<file path="src/rtl/pipeline_hazard_ctrl.sv">
// Stall/flush scheduler for the 5-stage RV32 pipeline: load-use interlock,
// multi-cycle multiply sequencing, taken-branch squash and memory-wait freeze.
module pipeline_hazard_ctrl #(
    parameter int unsigned MUL_LAT     = 3,
    parameter int unsigned STALL_CNT_W = 16
) (
    input  logic                   clk,
    input  logic                   rst,
    input  logic                   id_valid_inst,
    input  logic [4:0]             id_ra_idx,
    input  logic [4:0]             id_rb_idx,
    input  logic                   id_uses_ra,
    input  logic                   id_uses_rb,
    input  logic [4:0]             id_dest_reg_idx,
    input  logic                   id_rd_mem,
    input  logic                   id_is_mul,
    input  logic                   ex_take_branch,
    input  logic                   mem_busy,
    output logic                   if_hold,
    output logic                   id_ex_hold,
    output logic                   id_ex_bubble,
    output logic                   if_id_flush,
    output logic                   ex_mem_hold,
    output logic                   ex_mem_bubble,
    output logic                   mul_busy,
    output logic [STALL_CNT_W-1:0] stall_count
);

    localparam int unsigned CNT_W = 4;

    typedef enum logic [1:0] {
        ST_RUN    = 2'd0,
        ST_MUL    = 2'd1,
        ST_FREEZE = 2'd2
    } state_t;

    state_t           state, state_d, prev, prev_d, eff;
    logic [CNT_W-1:0] mul_cnt, mul_cnt_d;
    logic             sh_valid, sh_valid_d;
    logic             sh_rd_mem, sh_rd_mem_d;
    logic [4:0]       sh_dest, sh_dest_d;
    logic             load_use;
    logic             issue;

    // Next-state, shadow update and hazard enables in priority order
    always_comb begin
        state_d       = state;
        prev_d        = prev;
        mul_cnt_d     = mul_cnt;
        sh_valid_d    = sh_valid;
        sh_rd_mem_d   = sh_rd_mem;
        sh_dest_d     = sh_dest;
        if_hold       = 1'b0;
        id_ex_hold    = 1'b0;
        id_ex_bubble  = 1'b0;
        if_id_flush   = 1'b0;
        ex_mem_hold   = 1'b0;
        ex_mem_bubble = 1'b0;
        mul_busy      = 1'b0;
        issue         = 1'b0;

        // While frozen, behave as the state the freeze interrupted
        eff = (state == ST_FREEZE) ? prev : state;

        load_use = sh_valid && sh_rd_mem && (sh_dest != 5'd0) && id_valid_inst &&
                   ((id_uses_ra && (id_ra_idx == sh_dest)) ||
                    (id_uses_rb && (id_rb_idx == sh_dest)));

        if (mem_busy) begin
            if_hold     = 1'b1;
            id_ex_hold  = 1'b1;
            ex_mem_hold = 1'b1;
            state_d     = ST_FREEZE;
            prev_d      = eff;
        end else begin
            state_d = eff;
            if (eff == ST_MUL) begin
                if_hold       = 1'b1;
                id_ex_hold    = 1'b1;
                ex_mem_bubble = 1'b1;
                if (mul_cnt <= CNT_W'(1)) begin
                    mul_cnt_d = '0;
                    state_d   = ST_RUN;
                end else begin
                    mul_cnt_d = mul_cnt - CNT_W'(1);
                end
            end else if (ex_take_branch) begin
                if_id_flush  = 1'b1;
                id_ex_bubble = 1'b1;
                sh_valid_d   = 1'b0;
            end else if (load_use) begin
                if_hold      = 1'b1;
                id_ex_bubble = 1'b1;
                sh_valid_d   = 1'b0;
            end else begin
                issue      = id_valid_inst;
                sh_valid_d = issue;
                if (issue) begin
                    sh_dest_d   = id_dest_reg_idx;
                    sh_rd_mem_d = id_rd_mem;
                end
                if (issue && id_is_mul && (MUL_LAT > 1)) begin
                    state_d   = ST_MUL;
                    mul_cnt_d = CNT_W'(MUL_LAT - 1);
                end
            end
        end

        mul_busy = (eff == ST_MUL);

        if (!rst) begin
            if_hold       = 1'b0;
            id_ex_hold    = 1'b0;
            id_ex_bubble  = 1'b0;
            if_id_flush   = 1'b0;
            ex_mem_hold   = 1'b0;
            ex_mem_bubble = 1'b0;
            mul_busy      = 1'b0;
        end
    end

    always_ff @(posedge clk or negedge rst) begin
        if (!rst) begin
            state       <= ST_RUN;
            prev        <= ST_RUN;
            mul_cnt     <= '0;
            sh_valid    <= 1'b0;
            sh_rd_mem   <= 1'b0;
            sh_dest     <= '0;
            stall_count <= '0;
        end else begin
            state     <= state_d;
            prev      <= prev_d;
            mul_cnt   <= mul_cnt_d;
            sh_valid  <= sh_valid_d;
            sh_rd_mem <= sh_rd_mem_d;
            sh_dest   <= sh_dest_d;
            // Saturating count of held-upstream cycles
            if (if_hold && (stall_count != '1))
                stall_count <= stall_count + STALL_CNT_W'(1);
        end
    end

endmodule

</file>
<file path="config.mk">
export PLATFORM = sky130hd
export DESIGN_NAME = pipeline_hazard_ctrl
export DESIGN_NICKNAME = d
export VERILOG_FILES = /design/src/rtl/pipeline_hazard_ctrl.sv
export SDC_FILE = /design/constraint.sdc
export NUM_CORES = 1
export LEC_CHECK = 0
export ABC_AREA = 1
export CAP_MARGIN = 25
export CORE_UTILIZATION = 50
export DETAILED_ROUTE_END_ITERATION = 8
export MAX_ROUTING_LAYER = met4
export PLACE_DENSITY = 0.83
export SLEW_MARGIN = 40
export SYNTH_ARGS = -nofsm -noshare
export SYNTH_HDL_FRONTEND = slang
export SYNTH_SLANG_ARGS = --single-unit
</file>
<file path="constraint.sdc">
create_clock -name clk -period 2.2 [get_ports clk]
set_input_delay 0.22 -clock clk [delete_from_list [all_inputs] [get_ports clk]]
set_output_delay 0.22 -clock clk [all_outputs]
set_load 0.005 [all_outputs]
</file>
==> flow_summary_export.csv <==
group,metric,value,unit
sta,finalHoldViolations,0,
synth,synthFlopType,"dfrtp_1",
sta,fmax,0.470,GHz
synth,yosysSeqAreaShare,0.383,
clocking,h-tree-depth,2,
synth,async_flop_share,1.00,
pwr,vdd_drop_max,0.645,mV
place,port_buffers,46,
clocking,root_buffer,"clkbuf_8",
clocking,clk_pin_slew,0.06,ns
floorplanning,start_util,0.537,
floorplanning,dieArea,0.00431,mm^2
critical_path,start_kind,"register",
synth,ys_seq_elements,31,
pwr,power.total,0.00240,W
global_routing,grt_pass1_wl,7620,um
synth,synth_common_cells,"103 x nand2_1, 31 x dfrtp_1, 29 x nand3_1",
synth,synth_largest_area_cell,"dfrtp_1",
sta,period_needed,2.13,ns
synth,synthTopCellsByArea,"dfrtp_1 38%, nand2_1 19%, nand3_1 7.2%, inv_1 5.2%, xor2_1 4.3%",
place,dp_hpwl,3400,um
pwr,p_per_area,886,mW/mm^2
place,post-place-ws,0.0513,ns
synth,synthDominantCellAreaShare,0.383,
detailed_routing,ant_nets,0,
synth,synth_most_common_cell,"nand2_1",
critical_path,cp.arrival,1.91,ns
global_routing,grt_overflow_total,0,
critical_path,cp_slowest_cell,"clkdlybuf4s50_1",
sta,min_period_over_period,0.966,
floorplanning,core_area,0.00377,mm^2
synth,ys_warn_count,0,
sta,finClkSkew,0.00620,ns
detailed_routing,routed_wl,4620,um
clocking,clock_sinks,31,
global_routing,grt_pass1_vias,1783,
synth,synth_nets,313,
clocking,cts_tree,"built",
sta,worstMarginPinSlew,0.390,ns
clocking,postCtsHoldBufs,0,
sta,rsz0062_at_grt,"true",
pwr,p_leak,1.37,nW
global_routing,antenna_found_initial,0,
critical_path,required,1.98,ns
synth,ys_types,28,
layout,layout-drive-gt1-share,0.116,
place,gp_congestion,0.887,
floorplanning,ios,47,
critical_path,cp_max_fo,5,
critical_path,cp-end-kind,"output pin",
layout,post-route-util,0.719,
detailed_routing,drt_iter0_drc,82,
sta,setup_violations,0,
critical_path,crit_type,"reg -> out",
sta,slew_viol_final,0,
synth,synth-edff-count,0,
detailed_routing,viasPerCell,5.04,
clocking,cts_inserted_buffers,5,
critical_path,critical_path.cell_chain,"o21ai_2 -> inv_2 -> nor2_4 -> nor2_4 -> inv_2 -> nand2_2 -> nand2_4 -> clkdlybuf4s50_1",
layout,finalInstanceArea,0.00271,mm^2
hold_path,min_path_type,"in -> async",
layout,nNetsFinal,370,
sta,relSlewSlack,0.738,
detailed_routing,dr.pass1.iters,4,
floorplanning,die_h,65.7,um
clocking,clk_latency,0.28,ns
critical_path,cpPeakStageDelay,0.50,ns
job,maxCapViolations,0,
layout,n_antenna_cell,0,
floorplanning,die_x,65.7,um
outcome,outcome,"finished, final reports clean",
synth,netlist_area,0.00203,mm^2
global_routing,grt_max_degree,17,
global_routing,track_usage,0.238,
synth,syn_inst,286,
layout,area_delta_synth_final,33.8,%
place,numPlacedInstances,382,
layout,final_cells,392,
detailed_routing,wire_per_inst,11.8,um
detailed_routing,drc,0,
sta,fin_ws,0.0741,ns
synth,synth_area_per_cell,7.08,um^2
clocking,ctsLongestPathBuffers,2,
detailed_routing,vias,1977,
place,dpl-instance-area,0.00256,mm^2
floorplanning,rows,22,
==> placed cells by master, fill, tap and decap left out, drive strengths merged, types with 4 or more instances in the layout <==
master         count
dfrtp             31
o21ai              9
inv               35
clkbuf             6
nand2            108
xor2              10
nor3               9
clkdlybuf4s50     45
a21oi              4
xnor2              4
buf                8
nand3             31
nor2              23
nand4             12
==> final timing paths <==
kind / startpoint / slack (ns) / endpoint / cells after the start
setup / recovery: state[0] / 0.07 / if_hold / 8
hold reg to reg: sh_rd_mem / 0.48 / sh_rd_mem / 2
hold / removal: rst / 0.42 / sh_rd_mem / 2
setup reg to reg: stall_count[0] / 0.38 / stall_count[0] / 9
max in group asynchronous: rst / 1.59 / state[0] / 2
min in group clk: sh_rd_mem / 0.48 / sh_rd_mem / 2
==> state kept, by name (all words and copies together) (netlist names) <==
| name | count |
|---|---|
| stall_count | 16 |
| sh_dest | 5 |
| mul_cnt | 4 |
| prev | 2 |
| state | 2 |
| sh_rd_mem | 1 |
| sh_valid | 1 |
==> timing repair <==
item                                    in CTS  in global routing
buffers inserted                             0                  2
endpoints found under the setup margin       0                  3
gates resized for setup                      0                  5
==> per-stage QoR <==
stage / hold slack, ns / TNS [ns]
3_5_place_dp: 0.467 / 0
5_1_grt: 0.471 / -0.0138
6_report: 0.425 / 0
2_1_floorplan: -0.0756 / 0
3_3_place_gp: 0.464 / 0
4_1_cts: 0.418 / 0
==> power breakdown <==
part / internal [W] / switching [W] / leakage (nW)
logic: 0.000414 / 0.000510 / 0.901
registers: 0.000725 / 0.000174 / 0.406
clock network: 0.000366 / 0.000212 / 0.0612
==> cells by family after synthesis <==
family,after synthesis,share of synthesized area
XOR/XNOR,14,0.0605
AND/OR/NAND/NOR,185,0.421
flip-flops,31,0.383
AO/OA/AOI/OAI,13,0.0358
adder cells (fa/ha/maj),3,0.0185
buffers and inverters,40,0.0809
==> final cells by class <==
cell class | instances | area [um^2]
clock buffer | 6 | 82.6
clock inverter | 2 | 35.0
fill | 315 | 1060
inverter | 36 | 135
multi-input combinational | 215 | 1100
sequential | 31 | 778
tap | 48 | 60.1
timing repair buffer | 54 | 523
==> worst max-delay path: cells and delay by family (launching register included) <==
family / cells / cell delay (ns)
buffers and inverters: 3 / 0.64
flip-flops: 1 / 0.42
AND/OR/NAND/NOR: 4 / 0.39
AO/OA/AOI/OAI: 1 / 0.18
==> layer usage <==
metal  part of all wire  wire [um]  vias up  global-route usage
met1               0.47       2190      906               0.309
met4              0.015         68        0              0.0978
met3              0.039        179        5              0.0313
met2               0.47       2180       41               0.375
met5                  0          0        -                   -
li1                   -          -     1025                   -
No activity file was read; power rests on OpenSTA's default activity.
